`config.mk`:
```
export PLATFORM = sky130hd
export DESIGN_NAME = opb_register_ppc2simulink_commit
export DESIGN_NICKNAME = d
export VERILOG_FILES = /design/src/rtl/opb_register_ppc2simulink_commit.sv
export SDC_FILE = /design/constraint.sdc
export NUM_CORES = 1
export LEC_CHECK = 0
export CORE_MARGIN = 4
export CORE_UTILIZATION = 35
export CTS_BUF_LIST = sky130_fd_sc_hd__clkbuf_4 sky130_fd_sc_hd__clkbuf_8 sky130_fd_sc_hd__clkbuf_16
export DETAILED_ROUTE_END_ITERATION = 6
export PLACE_DENSITY_LB_ADDON = 0.15
export SYNTH_ARGS = -nofsm -noshare
export SYNTH_HDL_FRONTEND = slang
export SYNTH_SLANG_ARGS = --single-unit
```
`constraint.sdc`:
```
create_clock -name OPB_Clk -period 1.9 [get_ports OPB_Clk]
set_clock_uncertainty 0.05 [all_clocks]
set_input_delay 0.38 -clock OPB_Clk [delete_from_list [all_inputs] [get_ports OPB_Clk]]
set_output_delay 0.38 -clock OPB_Clk [all_outputs]
set_load 0.01 [all_outputs]
```
`src/rtl/opb_register_ppc2simulink_commit.sv`:
```
// OPB slave register, PPC-to-fabric: staged 32-bit write, commit to user bus with valid strobe,
// commit counter and optional auto-commit on every stage write.
module opb_register_ppc2simulink_commit #(
    parameter logic [31:0] C_BASEADDR    = 32'h01080100,
    parameter logic [31:0] C_HIGHADDR    = 32'h010801FF,
    parameter int          C_OPB_AWIDTH  = 32,
    parameter int          C_OPB_DWIDTH  = 32,
    parameter              C_FAMILY      = "virtex5",
    parameter logic [31:0] C_RESET_VALUE = 32'h00000000
) (
    input  logic        OPB_Clk,
    input  logic        OPB_Rst,
    output logic [0:31] Sl_DBus,
    output logic        Sl_errAck,
    output logic        Sl_retry,
    output logic        Sl_toutSup,
    output logic        Sl_xferAck,
    input  logic [0:31] OPB_ABus,
    input  logic [0:3]  OPB_BE,
    input  logic [0:31] OPB_DBus,
    input  logic        OPB_RNW,
    input  logic        OPB_select,
    input  logic        OPB_seqAddr,
    output logic [31:0] user_data_out,
    output logic        user_data_valid
);

    typedef enum logic [1:0] {S_IDLE, S_ACK, S_WAIT} state_t;

    state_t                  state;
    logic [C_OPB_AWIDTH-1:0] addr;
    logic [C_OPB_DWIDTH-1:0] wdata;
    logic [3:0]              be;
    logic [1:0]              offset;
    logic                    hit;
    logic                    write;
    logic [31:0]             stage;
    logic [31:0]             merged;
    logic [31:0]             rd_val;
    logic [31:0]             dbus_q;
    logic                    xfer_ack;
    logic [15:0]             commit_count;
    logic                    auto_en;
    logic                    commit_req;
    logic [31:0]             commit_val;
    logic [$bits(C_FAMILY):0] unused_ok;

    // OPB bit 0 is the MSB, so positional assignment maps the big-endian bus onto [31:0]
    assign addr   = OPB_ABus;
    assign wdata  = OPB_DBus;
    assign be     = OPB_BE;
    assign offset = addr[3:2];

    assign unused_ok  = {C_FAMILY, OPB_seqAddr};
    assign Sl_errAck  = 1'b0;
    assign Sl_retry   = 1'b0;
    assign Sl_toutSup = 1'b0;
    assign Sl_xferAck = xfer_ack;
    assign Sl_DBus    = dbus_q;

    always_comb begin
        hit    = OPB_select && (addr >= C_BASEADDR) && (addr <= C_HIGHADDR);
        write  = hit && !OPB_RNW && (state == S_IDLE);
        merged = stage;
        for (int unsigned j = 0; j < 4; j++) begin
            if (be[j]) merged[8*j +: 8] = wdata[8*j +: 8];
        end
        case (offset)
            2'd0:    rd_val = stage;
            2'd1:    rd_val = {commit_count, 14'b0, auto_en, 1'b0};
            2'd2:    rd_val = user_data_out;
            default: rd_val = '0;
        endcase
        // CTRL commits the pre-existing stage; auto-commit uses the freshly merged stage
        commit_req = write && (((offset == 2'd0) && auto_en) ||
                               ((offset == 2'd1) && be[0] && wdata[0]));
        commit_val = (offset == 2'd0) ? merged : stage;
    end

    always_ff @(posedge OPB_Clk) begin
        if (OPB_Rst) begin
            state           <= S_IDLE;
            xfer_ack        <= 1'b0;
            dbus_q          <= '0;
            stage           <= C_RESET_VALUE;
            user_data_out   <= C_RESET_VALUE;
            user_data_valid <= 1'b0;
            commit_count    <= '0;
            auto_en         <= 1'b0;
        end else begin
            xfer_ack        <= 1'b0;
            dbus_q          <= '0;
            user_data_valid <= 1'b0;
            case (state)
                S_IDLE: if (hit) begin
                    state    <= S_ACK;
                    xfer_ack <= 1'b1;
                    dbus_q   <= OPB_RNW ? rd_val : '0;
                end
                S_ACK:  state <= S_WAIT;
                S_WAIT: if (!OPB_select) state <= S_IDLE;
                default: state <= S_IDLE;
            endcase
            if (write && (offset == 2'd0)) stage <= merged;
            if (write && (offset == 2'd1) && be[0]) auto_en <= wdata[1];
            if (commit_req) begin
                user_data_out   <= commit_val;
                user_data_valid <= 1'b1;
                commit_count    <= commit_count + 16'd1;
            end
        end
    end

endmodule

```
==> results of run 1 <==
[registers in the layout, summed over array words and instances (netlist names)]
name	flops
Sl_xferAck	1
user_data_out	32
Sl_DBus	32
commit_count	16
user_data_valid	1
stage	32
state	2
auto_en	1
[worst max path at each step]
stage | endpoint | cells after the start
finish | user_data_out[16] | 7
global route | commit_count[0] | 7
CTS | commit_count[13] | 7
detailed placement | commit_count[2] | 6
global placement | commit_count[4] | 6
floorplan | user_data_out[10] | 6
[kinds of logic (layout without fill, tap and decap cells)]
kind of cell,Yosys count,after routing
muxes,107,107
adders and majority gates,1,1
buffers and inverters,57,235
DFF,117,117
other,1,3
AOI/OAI and AO/OA,99,99
and+or+nand+nor,240,240
[worst max-delay path, stage by stage]
cell and delay, ps:
clkdlybuf4s50_1 410, nor4_2 260, nand4_1 150, buf_6 170, or3_4 430, buf_12 180
mux2i_1 190
[cell usage in the layout (no fill, tap or decap), drive strengths merged, types with 8 or more instances in the layout]
master | netlist | routed
dlymetal6s2s | 0 | 16
o21ai | 34 | 34
nand3 | 37 | 37
dfxtp | 117 | 117
nor2 | 49 | 49
mux2 | 43 | 43
nor4b | 8 | 8
nor2b | 13 | 13
nor4 | 14 | 14
clkbuf | 34 | 29
clkdlybuf4s50 | 0 | 111
mux2i | 64 | 64
nand2 | 67 | 67
nor3 | 18 | 18
buf | 20 | 68
nand4 | 9 | 9
a21oi | 51 | 51
[layout make-up]
type / instances / area share
Clock buffer: 25 / 0.0609
Clock inverter: 7 / 0.0163
Inverter: 3 / 0.00131
Multi-Input combinational cell: 450 / 0.378
Sequential cell: 117 / 0.273
Tap cell: 211 / 0.0307
Timing Repair Buffer: 200 / 0.239
[timing repair]
| item | in CTS | in global routing |
|---|---|---|
| pin swaps | 3 | 21 |
| hold buffers | 0 | 0 |
| buffers inserted | 1 | 2 |
| gates cloned | 1 | 4 |
| gates resized for setup | 27 | 46 |
| setup endpoints to repair | 61 | 94 |
[per-layer routing]
metal	global-route usage	vias up	wire length, um
met5	0	-	0
li1	-	2549	-
met4	0.0814	0	317
met1	0.237	2507	7720
met3	0.0416	24	877
met2	0.318	135	8460
[power by group through the flow]
stage	Combinational, mW	Sequential (mW)	Clock (mW)
2_1_floorplan	0.163	2.51	0
3_3_place_gp	0.383	2.51	0
3_5_place_dp	0.388	2.51	0
4_1_cts	0.394	2.45	3.59
5_1_grt	0.422	2.45	3.71
6_report	0.395	2.46	3.55
==> results.toml, run 1 <==
[synth]
synth_ff_type = "dfxtp_1"
avgSynthCellArea_um2 = 8.95
yosysMostFrequentCell = "dfxtp_1"
synth_compound_area_frac = 0.0982
synth_common_cells = "117 x dfxtp_1, 67 x nand2_1, 64 x mux2i_1"
synth_top_area_frac = 0.421
syn_area_um2 = 5570
synth_edf_count = 0
synth_top_family_by_area = "simple AND/OR/NAND/NOR gates"
synth.distinct_cells = 44
synth_mux_area_frac = 0.202
yosys.area_share.simple = 0.228
synthXorXnorAreaFrac = 0
synth_warnings = 0
synthAdderAreaFrac = 0.00225
async_flop_share = 0
yosys.area.top_type = "dfxtp_1"
synthCells = 622
synthTopCellsByArea = "dfxtp_1 42%, mux2i_1 12%, mux2_2 8.7%"
seq_area_frac_synth = 0.421
yosys_register_bits = 117

[grt]
antenna_found_initial = 0
grt_pass1_vias = 5285
grt_overflow = 0
grt_first_pass_wirelength_mm = 27.4
grt_max_degree = 47
track_usage = 0.190

[power]
p_int_mw = 5.09
power_frac_comb = 0.062
p_seq_frac = 0.384
swShare = 0.205
powerDensity_nw_per_um2 = 746
ir_drop_v = 0.000681
p_clk_frac = 0.555
p_switching_mw = 1.31
finalPower_mw = 6.40
p_leak_nw = 3.60

[cells_and_area]
layout-drive-gt1-share = 0.232
fill_cells = 1364
area_growth_pct = 54.3
stdcell_count = 1013
utilization = 0.559
antenna_cells = 0
final_net_count = 863
seq_area_um2 = 2340
multi_input_area_um2 = 3250
stdcell_area_um2 = 8590

[clock_tree]
h-tree-depth = 4
insertion_delay_ps = 420
cts.clk_slew.worst_paths_ps = 60
clkSinkCount = 117
numCtsBuffers = 17
cts_root_buf = "clkbuf_16"
cts_tree = "done"
clockBufferDepth = 2

[floorplan]
die_w_um = 134
rows = 45
start_util = 0.362
die-area_um2 = 18000
core_um2 = 15400
die_h_um = 134
io_pins = 142

[placed_design]
place_area_um2 = 7470
place.port_buffers = 131
hpwl_mm = 12.0
dp_cells = 973
place.gp.congestion = 0.823
dp_worst_setup_slack_ps = -641

[route]
remaining_drc_errors = 0
num_vias = 5215
drt-initial-drc-count = 341
antenna_left = 0
wirelength_mm = 17.4
routed_via_density = 5.15
firstDrtPassIters = 4
wl_per_cell_um = 17.2

[setup_path]
cp.required_ps = 2190
arrival_ps = 2170
worstSetupStartpoint = "OPB_ABus[3]"
crit_path_end_kind = "flip-flop"
cp_max_fo = 19
reg2reg_from = "state[1]"
r2r-end = "user_data_out[16]"
rrSetupSlack_ps = 40
startpoint_type = "primary input"
rr_worst_depth = 6
critical_path_class = "primary input to flip-flop"

[timing]
drv_slew = 0
timing.fmax_mhz = 529
final-setup-viol-count = 0
fin_tns_setup_ps = 0
layout_setup_ws_ps = 11.2
hold_ws_ps = 229
worst_pin_slew_ps = 574
hold_viol = 0
period_needed_ps = 1890
rsz0062_at_grt = "true"
slew_headroom = 0.616
post-route-period-util = 0.994

[hold_path]
min_to = "state[1]"
hold_path_depth = 3
worstHoldStart = "OPB_select"
min_path_type = "primary input to flip-flop"

[job]
max-cap-violations = 0

[status]
status = "finished clean"
(Power assumes the default switching activity.)
==> inputs of run 2 (changes only) <==
--- a/config.mk
+++ b/config.mk
@@ -10,6 +10,7 @@
 export CTS_BUF_LIST = sky130_fd_sc_hd__clkbuf_4 sky130_fd_sc_hd__clkbuf_8 sky130_fd_sc_hd__clkbuf_16
 export DETAILED_ROUTE_END_ITERATION = 6
 export PLACE_DENSITY_LB_ADDON = 0.15
+export REMOVE_ABC_BUFFERS = 1
 export SYNTH_ARGS = -nofsm -noshare
 export SYNTH_HDL_FRONTEND = slang
 export SYNTH_SLANG_ARGS = --single-unit
==> run 2 against run 1 <==
  * The run now ends with negative setup slack left
  * Final cell count rose by 0.49%
  * Flip-flop and latch count unchanged
  * Clock-buffer cell count did not move
  * Clock power grew 5%
  * Total power grew 2.4%
  * Hold slack lost 34 ps
  * Combinational power shrank 1%
  * Fmax decreased by 1.5%
  * Cell area increased by 1.4%
  * Routed wire length is 3.0% higher
  * Critical path depth did not move
  * Largest power group unchanged
  * Highest routed layer unchanged
==> results.toml, run 2 (synthesized netlist as in run 1, its figures left out) <==
[route]
firstDrtPassIters = 5
wirelength_mm = 17.9
antenna_left = 0
wl_per_cell_um = 17.6
drt-initial-drc-count = 348
remaining_drc_errors = 0
num_vias = 5277
routed_via_density = 5.18

[timing]
rsz0062_at_grt = "true"
final-setup-viol-count = 11
slew_headroom = 0.568
post-route-period-util = 1.01
period_needed_ps = 1920
layout_setup_ws_ps = -17.1
timing.fmax_mhz = 522
worst_pin_slew_ps = 646
hold_viol = 0
drv_slew = 0

[clock_tree]
cts_tree = "done"
ctsHoldBuffers = 0
clockBufferDepth = 2
insertion_delay_ps = 420
h-tree-depth = 4
cts.clk_slew.worst_paths_ps = 50
numCtsBuffers = 17
clkSinkCount = 117
cts_root_buf = "clkbuf_16"

[placed_design]
hpwl_mm = 11.4
place.port_buffers = 131
dp_worst_setup_slack_ps = -664
place.gp.congestion = 0.782

[cells_and_area]
seq_area_um2 = 2350
mostFrequentLayoutCell = "dfxtp_1"
layout-drive-gt1-share = 0.248
fill_cells = 1324
multi_input_area_um2 = 3290
antenna_cells = 0
final_net_count = 868
area_growth_pct = 56.5
layout_common_cells = "113 x dfxtp_1, 103 x clkdlybuf4s50_1, 67 x nand2_1"

[grt]
antenna_found_initial = 0
met1_usage = 0.243
busiest_layer = "met2"
grt_pass1_vias = 5322
grt_max_degree = 45
grt_first_pass_wirelength_mm = 27.5
grtUsageMet2 = 0.309
grtUsageMet3 = 0.0596
track_usage = 0.192
grt_overflow = 0

[floorplan]
start_util = 0.362
die_w_um = 134
die_h_um = 134
die-area_um2 = 18000
rows = 45
core_um2 = 15400
io_pins = 142

[setup_path]
cp.required_ps = 2150
cp_slowest_cell = "or3_4"
startpoint_type = "flip-flop"
arrival_ps = 2170
critical_path_class = "flip-flop to flip-flop"
cp_max_fo = 8
crit_top_cell = "buf_6"
crit_path_end_kind = "flip-flop"
path_cells = "nor4b_4, nand4_1, buf_6, buf_6, or3_4, clkbuf_16, mux2i_1"
critPathMaxStageDelay_ps = 430

[power]
ir_drop_v = 0.000604
powerDensity_nw_per_um2 = 752
finalPower_mw = 6.55
p_leak_nw = 3.64

[job]
max-cap-violations = 0

[status]
status = "finished with violations"
violations = "negative setup slack"

[hold_path]
min_path_type = "primary input to flip-flop"
run 2: cell types whose count changed in the layout (fill, tap and decap cells not counted), moves of 4 or more:
cell,delta
buf_4,+6
clkdlybuf4s15_1,+4
clkdlybuf4s50_1,-8
dlygate4sd2_1,+12
dlymetal6s2s_1,-8
run 2: stage by stage:
step	area [um2]	std cells	hold WS (ps)	utilization	TNS [ps]
6_report	8710	1018	195	0.567	-139
5_1_grt	8710	1018	209	0.567	-2750
4_1_cts	8400	1013	186	0.546	-1970
3_5_place_dp	7380	972	422	0.480	-53780
3_3_place_gp	7380	972	411	0.480	-50550
2_1_floorplan	5320	570	399	-	-107870
run 2: what timing repair did:
| item | in CTS | in global routing |
|---|---|---|
| hold endpoints to repair | 0 | 0 |
| pin swaps | 4 | 24 |
| buffers inserted | 4 | 3 |
| cloned | 5 | 3 |
| resized for setup | 52 | 51 |
| setup endpoints to repair | 67 | 106 |
run 2: worst max-delay path: cells and delay by family (launching register included):
kind	cells	cell delay (ps)
AND/OR/NAND/NOR	3	810
buffers and inverters	3	490
multiplexers	1	120
flip-flops	1	340
run 2: path summary, 6_finish.rpt:
check                                       from                 to  slack (ps)  depth (start not counted)
worst max-delay path                    state[0]  user_data_out[28]         -20                          7
worst min-delay path                     OPB_Rst           state[1]         200                          2
worst max register to register          state[0]  user_data_out[28]         -20                          7
worst min register to register  user_data_out[7]   user_data_out[7]         420                          2
run 2: power breakdown:
| group | leakage [nW] | internal [mW] | switching, mW | total (mW) |
|---|---|---|---|---|
| combinational | 2.35 | 0.197 | 0.193 | 0.390 |
| clock | 0.339 | 2.59 | 1.12 | 3.71 |
| sequential | 0.944 | 2.46 | 0.00000000362 | 2.46 |
| total | 3.64 | 5.24 | 1.32 | 6.55 |
run 2: area by class of cell:
type | count | area share
Clock buffer | 25 | 0.0608
Clock inverter | 7 | 0.0187
Inverter | 3 | 0.00129
Multi-Input combinational cell | 450 | 0.378
Sequential cell | 117 | 0.269
Tap cell | 211 | 0.0303
Timing Repair Buffer | 205 | 0.242
run 2: metal layers:
| metal | part of all wire | vias up |
|---|---|---|
| li1 | - | 2567 |
| met1 | 0.46 | 2516 |
| met2 | 0.46 | 173 |
| met3 | 0.068 | 21 |
| met4 | 0.014 | 0 |
| met5 | 0 | - |
==> inputs of run 3 (changes only) <==
--- a/config.mk
+++ b/config.mk
@@ -8,6 +8,7 @@
 export CORE_MARGIN = 4
 export CORE_UTILIZATION = 35
 export CTS_BUF_LIST = sky130_fd_sc_hd__clkbuf_4 sky130_fd_sc_hd__clkbuf_8 sky130_fd_sc_hd__clkbuf_16
+export CTS_CLUSTER_SIZE = 8
 export DETAILED_ROUTE_END_ITERATION = 6
 export PLACE_DENSITY_LB_ADDON = 0.15
 export REMOVE_ABC_BUFFERS = 1
==> results of run 3 <==
Same layout as run 2: the final DEF is identical, and so are final timing and power.
